$ cat src/rtl/baby_beat_sequencer_pkg.sv
// Shared definitions for the Baby beat sequencer and the blocks that follow
// its timing (CI, PI, store control).
//   state_e   : sequencer FSM states
//   beat_e    : beat encoding within one instruction
//   DIGITS_DEF: digit times per beat
//   BEATS_DEF : beats per instruction
package baby_beat_sequencer_pkg;

   localparam int DIGITS_DEF = 32;
   localparam int BEATS_DEF  = 4;

   typedef enum logic [1:0] {
      ST_STOPPED  = 2'd0,
      ST_RUNNING  = 2'd1,
      ST_STEPPING = 2'd2,
      ST_HALTED   = 2'd3
   } state_e;

   typedef enum logic [1:0] {
      BEAT_SCAN1   = 2'd0,
      BEAT_ACTION1 = 2'd1,
      BEAT_SCAN2   = 2'd2,
      BEAT_ACTION2 = 2'd3
   } beat_e;

endpackage

$ cat src/rtl/baby_beat_sequencer_digit_counter.sv
// Digit-time counter: counts 0..LAST and wraps to 0.
//   clk   : clock, rising edge
//   clear : synchronous clear to 0 (dominates en)
//   en    : advance by one this cycle
//   count : present digit time
//   tc    : terminal count, high while count == LAST
module baby_beat_sequencer_digit_counter #(
   parameter logic [4:0] LAST = 5'd31
) (
   input  logic       clk,
   input  logic       clear,
   input  logic       en,
   output logic [4:0] count,
   output logic       tc
);

   always_ff @(posedge clk) begin
      if (clear) begin
         count <= 5'd0;
      end else if (en) begin
         count <= (count == LAST) ? 5'd0 : count + 5'd1;
      end
   end

   assign tc = (count == LAST);

endmodule

$ cat src/rtl/baby_beat_sequencer.sv
// Baby beat sequencer: generates digit/beat timing and per-beat strobes for
// the four-beat instruction cycle (SCAN1, ACTION1, SCAN2, ACTION2).
//   clk, reset            : clock; synchronous active-high reset
//   run                   : run/stop switch (level)
//   step                  : single-step key (level), used only when
//                           BABY_SINGLE_STEP_EN is defined
//   stop_instr            : STP decode, looked at only at ACTION2 digit 31
//   digit, beat           : present digit time and beat
//   ci_inc_en..exec_en    : strobes high for the whole of their beat
//   instr_done            : pulse on the last cycle of an instruction
//   stopped               : stop lamp
//   fsm_state             : present FSM state, for observation
// Optional feature macro: BABY_SINGLE_STEP_EN (enables the STEPPING state).
//
// Handshakes: none; every input is a level sampled on each rising clk edge,
// every output is a register.
module baby_beat_sequencer
   import baby_beat_sequencer_pkg::*;
#(
   parameter int DIGITS = DIGITS_DEF,
   parameter int BEATS  = BEATS_DEF
) (
   input  logic       clk,
   input  logic       reset,
   input  logic       run,
   input  logic       step,
   input  logic       stop_instr,
   output logic [4:0] digit,
   output logic [1:0] beat,
   output logic       ci_inc_en,
   output logic       pi_load_en,
   output logic       opnd_en,
   output logic       exec_en,
   output logic       instr_done,
   output logic       stopped,
   output state_e     fsm_state
);

   localparam logic [4:0] LAST_DIGIT = 5'(DIGITS - 1);
   localparam logic [1:0] LAST_BEAT  = 2'(BEATS - 1);

   state_e     state, next_state;
   logic       active, next_active, end_instr, tc, step_rise;
   logic [1:0] next_beat;
   logic [4:0] next_digit;

`ifdef BABY_SINGLE_STEP_EN
   logic step_q;
   always_ff @(posedge clk) begin
      if (reset) step_q <= 1'b0;
      else       step_q <= step;
   end
   assign step_rise = step & ~step_q;
`else
   logic unused_step;
   assign unused_step = step;
   assign step_rise   = 1'b0;
`endif

   // Counter runs only while an instruction is executing; otherwise it is
   // held at 0 so entering RUNNING/STEPPING always starts at digit 0.
   baby_beat_sequencer_digit_counter #(.LAST(LAST_DIGIT)) u_digit (
      .clk   (clk),
      .clear (reset | ~active),
      .en    (active),
      .count (digit),
      .tc    (tc)
   );

   assign active    = (state == ST_RUNNING) || (state == ST_STEPPING);
   assign end_instr = active && (beat == LAST_BEAT) && tc;

   always_comb begin
      next_state = state;
      case (state)
         ST_STOPPED: begin
            if (run)            next_state = ST_RUNNING;
            else if (step_rise) next_state = ST_STEPPING;
         end
         ST_RUNNING: begin
            if (end_instr) begin
               if (stop_instr) next_state = ST_HALTED;
               else if (!run)  next_state = ST_STOPPED;
            end
         end
         ST_STEPPING: begin
            if (end_instr) begin
               if (stop_instr) next_state = ST_HALTED;
               else            next_state = ST_STOPPED;
            end
         end
         ST_HALTED: begin
            if (!run) next_state = ST_STOPPED;
         end
         default: next_state = ST_STOPPED;
      endcase
   end

   // Outputs are registered from the next-cycle view of state/beat/digit so
   // they line up with the counter and beat registers.
   always_comb begin
      next_active = (next_state == ST_RUNNING) || (next_state == ST_STEPPING);
      next_digit  = 5'd0;
      next_beat   = 2'd0;
      if (active && next_active) begin
         next_digit = tc ? 5'd0 : digit + 5'd1;
         if (tc) next_beat = (beat == LAST_BEAT) ? 2'd0 : beat + 2'd1;
         else    next_beat = beat;
      end
   end

   always_ff @(posedge clk) begin
      if (reset) begin
         state      <= ST_STOPPED;
         beat       <= BEAT_SCAN1;
         ci_inc_en  <= 1'b0;
         pi_load_en <= 1'b0;
         opnd_en    <= 1'b0;
         exec_en    <= 1'b0;
         instr_done <= 1'b0;
         stopped    <= 1'b1;
      end else begin
         state      <= next_state;
         beat       <= next_beat;
         ci_inc_en  <= next_active && (next_beat == BEAT_SCAN1);
         pi_load_en <= next_active && (next_beat == BEAT_ACTION1);
         opnd_en    <= next_active && (next_beat == BEAT_SCAN2);
         exec_en    <= next_active && (next_beat == BEAT_ACTION2);
         instr_done <= next_active && (next_beat == LAST_BEAT) &&
                       (next_digit == LAST_DIGIT);
         stopped    <= ~next_active;
      end
   end

   assign fsm_state = state;

endmodule
$ cat config.mk
export PLATFORM = sky130hd
export DESIGN_NAME = baby_beat_sequencer
export DESIGN_NICKNAME = d
export VERILOG_FILES = /design/src/rtl/baby_beat_sequencer_pkg.sv /design/src/rtl/baby_beat_sequencer_digit_counter.sv /design/src/rtl/baby_beat_sequencer.sv
export SDC_FILE = /design/constraint.sdc
export NUM_CORES = 1
export LEC_CHECK = 0
export CAP_MARGIN = 20
export CORE_MARGIN = 2
export CORE_UTILIZATION = 40
export CTS_BUF_LIST = sky130_fd_sc_hd__clkbuf_8 sky130_fd_sc_hd__clkbuf_16
export DETAILED_ROUTE_END_ITERATION = 10
export PLACE_DENSITY = 0.76
export SKIP_CTS_REPAIR_TIMING = 1
export SLEW_MARGIN = 40
export SYNTH_ARGS = -nofsm -noshare
export SYNTH_HDL_FRONTEND = slang
export SYNTH_SLANG_ARGS = --single-unit
$ cat constraint.sdc
create_clock -name clk -period 2.7 [get_ports clk]
set_clock_uncertainty 0.2 [all_clocks]
set_input_delay 0.81 -clock clk [delete_from_list [all_inputs] [get_ports clk]]
set_output_delay 0.81 -clock clk [all_outputs]
set_load 0.02 [all_outputs]
==> results of run 1 <==
## Yosys cell counts, types with 2 or more instances
cell type  number  share of area (%)
o21ai_0         3                1.9
nor2_1          6                2.9
nor3_1          6                3.8
and3_1          2                1.6
nand2_1         2               0.95
ha_1            7                 11
a21oi_1         2                1.3
nand3_1         2                1.3
nor3b_1         2                1.9
nor4b_2         2                3.8
mux2i_1         2                2.5
dfxtp_1        15                 38
nand4b_1        2                2.2
inv_1           4                1.9
## worst min-delay path by stage
stage | start | cells after the start | slack, ps | end
after floorplan | u_digit.count[0] | 1 | 400 | u_digit.count[0]
after global placement | u_digit.count[0] | 1 | 290 | u_digit.count[0]
after detailed placement | u_digit.count[0] | 1 | 300 | u_digit.count[0]
after CTS | u_digit.count[0] | 1 | 320 | u_digit.count[0]
after global routing | u_digit.count[0] | 1 | 350 | u_digit.count[0]
final | u_digit.count[0] | 1 | 310 | u_digit.count[0]
## logic make-up (layout without fill, tap and decap cells)
logic type,Yosys count,count (layout),synth area share [%]
buf+inv,5,29,3.33
mux,3,3,3.97
flops,15,15,38.1
fa+ha+maj,7,7,11.1
simple gates,31,31,26.2
compound gates,14,14,15.1
xor+xnor,2,2,2.22
## metrics by stage
| stage | hold WS [ps] | setup WS [ps] | total power (uW) | area (sq um) | instances |
|---|---|---|---|---|---|
| 4_1_cts | 317 | 167 | 1020 | 1060 | 128 |
| 6_report | 312 | 181 | 1010 | 1060 | 128 |
| 2_1_floorplan | 405 | 399 | 679 | 788 | 77 |
| 3_3_place_gp | 287 | 39.1 | 826 | 1010 | 124 |
| 3_5_place_dp | 304 | 17.3 | 835 | 1010 | 124 |
| 5_1_grt | 352 | 3.17 | 1080 | 1060 | 128 |
## area by class of cell
class	instances	share of cell area (%)
clock buffers	3	3.90
clock inverters	1	0.355
inverters	4	1.42
multi-input cells	57	43.6
flip-flops and latches	15	28.4
well taps	27	3.19
repair buffers	21	19.1
## state kept, by name, summed over array words and instances (netlist names)
| register | cells |
|---|---|
| ci_inc_en | 1 |
| opnd_en | 1 |
| exec_en | 1 |
| beat | 2 |
| stopped | 1 |
| fsm_state | 2 |
| instr_done | 1 |
| u_digit.count | 5 |
| pi_load_en | 1 |
## power by group
group	internal [uW]	switching, uW	leakage [uW]	total, uW
clock network	101	77.9	0.0000269	179
registers	259	36.0	0.000122	295
logic	236	297	0.000264	533
total	595	411	0.000413	1010
## metal layers
layer  global-route usage [%]  wire (microns)  vias up
met5                        0               0        -
met4                     8.10              29        0
met3                     7.10              97        4
met2                     24.5             735       16
met1                     17.2             706      309
li1                         -               -      332
## cell usage in the layout (no fill, tap or decap), types with 2 or more instances in the layout
cell type        Yosys  final
and3_1               2      2
nor3_1               6      6
nand4b_1             2      2
nor2_1               6      6
nand2_1              2      2
ha_1                 7      7
nor4b_2              2      2
nand3_1              2      2
clkbuf_8             0      3
buf_4                0      3
o21ai_0              3      3
mux2i_1              2      2
clkdlybuf4s50_1      0     18
inv_1                4      5
a21oi_1              2      2
nor3b_1              2      2
dfxtp_1             15     15
==> results.sh, run 1 <==
export IMPL_setup_viol=0
export IMPL_antenna_found_initial=0
export IMPL_timing_rr_start="u_digit.count[0]"
export IMPL_final_util_pct=55.7
export IMPL_finalCritPeriodShare_pct=93.3
export IMPL_gp_routability_congestion=0.819
export IMPL_cts_tree="built"
export IMPL_r2r_end="exec_en"
export IMPL_status="finished, final reports clean"
export IMPL_power_per_cell_area_mw_per_mm2=951
export IMPL_p_leak_uw=0.000413
export IMPL_crit_path_start="u_digit.count[0]"
export IMPL_io_buffers=18
export IMPL_crit_required_ps=2620
export IMPL_start_util_pct=41.4
export IMPL_grt_overflow_total=0
export IMPL_final_hold_viol_count=0
export IMPL_grt_pass1_vias=635
export IMPL_htree_levels=1
export IMPL_drtPass1Iterations=4
export IMPL_drtAntennaViolNets=0
export IMPL_critPathMostFrequentCell="ha_1"
export IMPL_critPathBufInv=0
export IMPL_cpPeakStageDelay_ps=410
export IMPL_path_class="reg2reg"
export IMPL_die_w_microns=48.4
export IMPL_clk_pin_slew_ps=60
export IMPL_nets=114
export IMPL_synth_ff_latch_count=15
export IMPL_drive_above_1_share_pct=14.9
export IMPL_relSlewSlack_pct=72.7
export IMPL_drtIter0Drc=7
export IMPL_regArea_sq_um=300
export IMPL_numCtsBuffers=3
export IMPL_synth_edf_count=0
export IMPL_cap_violations=0
export IMPL_drc=0
export IMPL_maxSlewViolCount=0
export IMPL_synth_cells=77
export IMPL_wirelength_microns=1570
export IMPL_avgViaCountPerCell=5.16
export IMPL_routedWlPerCell_microns=12.3
export IMPL_fill_cells=177
export IMPL_dp_hpwl_microns=1200
export IMPL_synth_cell_type_count=34
export IMPL_cp_num_cells=8
export IMPL_num_vias=661
export IMPL_dominantRegCellSynth="dfxtp_1"
export IMPL_clockBufferDepth=2
export IMPL_dieHeight_microns=48.4
export IMPL_endpoint_kind="flop"
export IMPL_hold_path_class="reg2reg"
export IMPL_crit_arrival_ps=2440
export IMPL_yosysWarnings=0
export IMPL_slowest_stage="o32a_1"
export IMPL_path_max_fanout=8
export IMPL_synth_seq_area_share_pct=38.1
export IMPL_multiInputGateArea_sq_um=462
export IMPL_syn_num_nets=89
export IMPL_fin_crit_ps=2520
export IMPL_r2r_slack_ps=180
export IMPL_finalSetupTns_ps=0
export IMPL_grt_start_max_net_pins=9
export IMPL_critical_path_top_delay_family="compound AO/OA/AOI/OAI gates"
export IMPL_die_area_sq_mm=0.00234
export IMPL_io_pins=20
export IMPL_fmax_ghz=0.397
export IMPL_synth_area_per_cell_sq_um=10.2
export IMPL_row_count=16
export IMPL_crit_path_end="exec_en"
export IMPL_crit_chain="ha_1, and3_1, ha_1, nand4_2, o32a_1, a21oi_1, o2bb2ai_2, nor3_1"
export IMPL_synth_area_sq_um=788
export IMPL_core_sq_mm=0.00190
export IMPL_cts_root_buffer="clkbuf_8"
export IMPL_clk_latency_ps=250
export IMPL_rr_worst_depth=8
export IMPL_antennaDiodeCount=0
export IMPL_area_growth_pct=34.3
export IMPL_async_flop_share_pct=0
export IMPL_rsz0062_at_grt="false"
export IMPL_cts_sinks=15
export IMPL_worst_pin_slew_ps=398
export IMPL_cp_start_kind="flop"
export IMPL_ir_drop_mv=0.416
export IMPL_grt_pass1_wl_microns=2750
export IMPL_grt_usage_pct=15.4
(Power assumes the default switching activity.)
==> run 2, diff against run 1 <==
- DONT_BUFFER_PORTS: default -> 1
- PLACE_DENSITY: 0.76 -> 0.63
==> run 2 against run 1 <==
- power decreased by 5.0%
- sequential power decreased by 2%
- critical path depth unchanged
- core utilization decreased by 7.9 points
- final cell count decreased by 11%
- first-iteration DRC count increased by 110%
- worst setup slack improved by 130 ps
- combinational power decreased by 6.4%
- global-route usage decreased by 2.1 points
- non-clock buffer count decreased by 14
- clock power decreased by 7%
- largest cell class unchanged
- largest power group unchanged
==> results.sh, run 2 (synthesis gave the netlist of run 1 again) <==
export IMPL_status="finished, final reports clean"
export IMPL_numCtsBuffers=3
export IMPL_dieHeight_microns=48.4
export IMPL_die_w_microns=48.4
export IMPL_cts_root_buffer="clkbuf_8"
export IMPL_grt_overflow_total=0
export IMPL_r2r_end="instr_done"
export IMPL_rr_worst_depth=8
export IMPL_largest_register="u_digit.count"
export IMPL_final_common_cell="dfxtp_1"
export IMPL_gp_routability_congestion=0.754
export IMPL_drtIter0Drc=15
export IMPL_num_vias=604
export IMPL_dp_cells=110
export IMPL_whs_ps=389
export IMPL_endpoint_kind="flop"
export IMPL_setup_viol=0
export IMPL_whs_path_depth=2
export IMPL_final_hold_viol_count=0
export IMPL_core_sq_mm=0.00190
export IMPL_die_area_sq_mm=0.00234
export IMPL_area_growth_pct=15.2
export IMPL_drtAntennaViolNets=0
export IMPL_fin_crit_ps=2390
export IMPL_cts_tree="built"
export IMPL_clk_pin_slew_ps=60
export IMPL_p_leak_uw=0.000371
export IMPL_routedWlPerCell_microns=12.8
export IMPL_crit_path_end="instr_done"
export IMPL_hold_path_class="reg2reg"
export IMPL_drc=0
export IMPL_relSlewSlack_pct=73.2
export IMPL_drive_above_1_share_pct=21.8
export IMPL_finalSetupTns_ps=0
export IMPL_drtPass1Iterations=2
export IMPL_path_max_fanout=8
export IMPL_crit_path_start="u_digit.count[0]"
export IMPL_timing_rr_start="u_digit.count[0]"
export IMPL_layout_cells_non_filler=114
export IMPL_finalCritPeriodShare_pct=88.4
export IMPL_nets=100
export IMPL_antennaDiodeCount=0
export IMPL_grt_pass1_vias=598
export IMPL_grt_pass1_wl_microns=2500
export IMPL_worst_pin_slew_ps=390
export IMPL_path_class="reg2reg"
export IMPL_r2r_slack_ps=310
export IMPL_ir_drop_mv=0.438
export IMPL_fmax_ghz=0.419
export IMPL_avgViaCountPerCell=5.30
export IMPL_rsz0062_at_grt="false"
export IMPL_io_buffers=0
export IMPL_dp_hpwl_microns=1150
export IMPL_largest_reg_flops=5
export IMPL_clockBufferDepth=2
export IMPL_crit_required_ps=2650
export IMPL_antenna_found_initial=0
export IMPL_cap_violations=0
export IMPL_cts_sinks=15
export IMPL_wirelength_microns=1460
export IMPL_power_per_cell_area_mw_per_mm2=1050
export IMPL_row_count=16
export IMPL_start_util_pct=41.4
export IMPL_clk_latency_ps=240
export IMPL_crit_arrival_ps=2340
export IMPL_grt_usage_pct=13.3
export IMPL_final_cell_mix="dfxtp_1, ha_1, buf_4"
export IMPL_cp_start_kind="flop"
export IMPL_htree_levels=1
export IMPL_maxSlewViolCount=0
export IMPL_io_pins=20
export IMPL_grt_start_max_net_pins=9
[run 2: changes by cell type in the layout (fill, tap and decap cells not counted)]
| cell | previous run | this run |
|---|---|---|
| clkdlybuf4s50_1 | 18 | 0 |
| buf_4 | 3 | 7 |
[run 2: worst min-delay path by stage]
stage	to	startpoint
after global routing	fsm_state[0]	reset
after CTS	u_digit.count[0]	u_digit.count[0]
final	u_digit.count[0]	u_digit.count[0]
after detailed placement	u_digit.count[0]	u_digit.count[0]
after floorplan	u_digit.count[0]	u_digit.count[0]
after global placement	u_digit.count[0]	u_digit.count[0]
[run 2: metrics by stage]
stage	total power (uW)	instance area, sq um	setup WS, ps	utilization, %
global placement	786	863	383	45.4
CTS	962	908	321	47.8
finish	956	908	313	47.8
global route	1020	908	177	47.8
floorplan	679	788	399	-
detailed placement	794	863	337	45.4
[run 2: report_power, final]
group | internal, uW | leakage (uW) | total [uW] | switching, uW
Combinational | 196 | 0.000222 | 499 | 304
Sequential | 259 | 0.000122 | 290 | 30.3
Clock | 100 | 0.0000269 | 167 | 67.0
Total | 555 | 0.000371 | 956 | 401
[run 2: area by class of cell]
| type | instances | area (sq um) |
|---|---|---|
| Fill cell | 183 | 993 |
| Multi-Input combinational cell | 57 | 462 |
| Sequential cell | 15 | 300 |
| Timing Repair Buffer | 7 | 52.6 |
| Clock buffer | 3 | 41.3 |
| Tap cell | 27 | 33.8 |
| Inverter | 4 | 15.0 |
| Clock inverter | 1 | 3.75 |
[run 2: worst max-delay path: stages (launching register included)]
cell and delay, ps:
dfxtp_1 330, ha_1 180, and3_1 180, ha_1 270
nand4_2 160, o32a_1 410, o311ai_2 110, o2bb2ai_2 170
nor4b_2 290
[run 2: layer usage]
| layer | vias up | wire (microns) | GRT usage [%] | share of wire, % |
|---|---|---|---|---|
| li1 | 307 | - | - | - |
| met1 | 283 | 677 | 16.6 | 46 |
| met2 | 12 | 698 | 21.3 | 48 |
| met3 | 2 | 69 | 4.01 | 4.7 |
| met4 | 0 | 12 | 5.71 | 0.82 |
| met5 | - | 0 | 0 | 0 |
==> run 3, diff against run 2 <==
- clock period: 2.7 -> 2.9 ns (I/O delays scaled with it)
==> run 3 against run 2 <==
- sequential cell count stayed put
- core utilization is 2.0 points lower
- sequential power is 7% higher
- combinational power is 20% lower
- power is 9.1% lower
- worst setup slack better by 55 ps
- clock power is 5% lower
- clock-buffer cell count stayed put
- via count is 5.3% lower
- register-to-register slack better by 50 ps
- first-iteration DRC count is 60% lower
- final area is 4.1% lower
- critical endpoint unchanged
- largest cell class unchanged
- highest routed layer unchanged
==> results.sh, run 3 (synthesis gave the netlist of run 1 again) <==
export IMPL_status="finished, final reports clean"
export IMPL_crit_required_ps=2860
export IMPL_fin_crit_ps=2530
export IMPL_ir_drop_mv=0.422
export IMPL_drtAntennaViolNets=0
export IMPL_whs_ps=412
export IMPL_final_hold_viol_count=0
export IMPL_multiInputGateArea_sq_um=462
export IMPL_endpoint_kind="flop"
export IMPL_die_w_microns=48.4
export IMPL_regArea_sq_um=300
export IMPL_numCtsBuffers=3
export IMPL_path_class="reg2reg"
export IMPL_cpPeakStageDelay_ps=580
export IMPL_avgViaCountPerCell=5.25
export IMPL_finalCritPeriodShare_pct=87.3
export IMPL_p_int_uw=498
export IMPL_worst_pin_slew_ps=387
export IMPL_fill_cells=185
export IMPL_antennaDiodeCount=0
export IMPL_drtPass1Iterations=4
export IMPL_grt_overflow_total=0
export IMPL_cp_start_kind="flop"
export IMPL_nets=95
export IMPL_p_leak_uw=0.000344
export IMPL_htree_levels=1
export IMPL_crit_chain="inv_1, ha_1, nor2b_1, nand2b_4, nor4b_2, nand4b_1, nor4b_2"
export IMPL_cts_tree="built"
export IMPL_drtIter0Drc=6
export IMPL_routedWlPerCell_microns=13.1
export IMPL_final_cell_mix="dfxtp_1, ha_1, nor3_1, nor2_1, inv_1"
export IMPL_setup_viol=0
export IMPL_clk_latency_ps=240
export IMPL_path_max_fanout=8
export IMPL_place_area_sq_um=826
export IMPL_grt_pass1_wl_microns=2490
export IMPL_drive_above_1_share_pct=17.1
export IMPL_power_per_cell_area_mw_per_mm2=998
export IMPL_core_sq_mm=0.00190
export IMPL_wirelength_microns=1420
export IMPL_area_growth_pct=10.5
export IMPL_maxSlewViolCount=0
export IMPL_dp_hpwl_microns=1090
export IMPL_antenna_found_initial=0
export IMPL_p_seq_share_pct=35.5
export IMPL_clockBufferDepth=2
export IMPL_cap_violations=0
export IMPL_dieHeight_microns=48.4
export IMPL_row_count=16
export IMPL_p_comb_share_pct=46.2
export IMPL_gp_routability_congestion=0.750
export IMPL_hold_path_class="reg2reg"
export IMPL_finalSetupTns_ps=0
export IMPL_crit_arrival_ps=2490
export IMPL_power_uw=869
export IMPL_final_cell_area_sq_um=871
export IMPL_start_util_pct=41.4
export IMPL_cts_root_buffer="clkbuf_8"
export IMPL_fmax_ghz=0.395
export IMPL_grt_usage_pct=13.4
export IMPL_io_pins=20
export IMPL_largest_reg_flops=5
export IMPL_slowest_stage="dfxtp_1"
export IMPL_rsz0062_at_grt="false"
export IMPL_io_buffers=0
export IMPL_num_vias=572
export IMPL_grt_start_max_net_pins=9
export IMPL_final_common_cell="dfxtp_1"
export IMPL_die_area_sq_mm=0.00234
export IMPL_clk_pin_slew_ps=60
export IMPL_swShare_pct=42.7
export IMPL_drc=0
export IMPL_relSlewSlack_pct=73.4
export IMPL_largest_register="u_digit.count"
export IMPL_grt_pass1_vias=583
export IMPL_clock_power_share_pct=18.3
export IMPL_p_switching_uw=371
export IMPL_cts_sinks=15
export IMPL_critPathMostFrequentCell="nor4b_2"
## run 3: cell count changes in the layout (fill, tap and decap cells not counted)
cell and change:
buf_4 -5
## run 3: worst max-delay path, delay by kind of cell (launching register included)
kind,cells,cell delay (ps)
simple gates,5,1110
fa+ha+maj,1,420
flops,1,580
buf+inv,1,140
## run 3: power by group through the flow
stage	registers, uW	logic, uW	clock network, uW
finish	309	401	159
global route	315	442	173
CTS	310	403	165
detailed placement	314	402	0
global placement	313	397	0
floorplan	317	315	0
## run 3: final timing paths
kind	slack [ps]	from	endpoint	cells past startpoint
max	370	fsm_state[1]	instr_done	7
min	410	u_digit.count[0]	u_digit.count[0]	2
max reg2reg	370	fsm_state[1]	instr_done	7
min reg2reg	410	u_digit.count[0]	u_digit.count[0]	2
## run 3: per-stage QoR
| step | util [%] | cells | setup slack (ps) |
|---|---|---|---|
| after detailed placement | 43.4 | 105 | 369 |
| after CTS | 45.8 | 109 | 329 |
| after global routing | 45.8 | 109 | 148 |
| final | 45.8 | 109 | 368 |
| after global placement | 43.4 | 105 | 377 |
| after floorplan | - | 77 | 599 |
## run 3: final cells by class
| type | count | area share [%] |
|---|---|---|
| Clock inverter | 1 | 0.431 |
| Timing Repair Buffer | 2 | 1.72 |
| Sequential cell | 15 | 34.5 |
| Inverter | 4 | 1.72 |
| Tap cell | 27 | 3.88 |
| Multi-Input combinational cell | 57 | 53.0 |
| Clock buffer | 3 | 4.74 |
## run 3: layer usage
layer / vias up / part of all wire, % / track usage [%]
li1: 294 / - / -
met1: 266 / 49 / 16.6
met2: 10 / 46 / 21.8
met3: 2 / 4.1 / 4.01
met4: 0 / 0.84 / 5.71
met5: - / 0 / 0
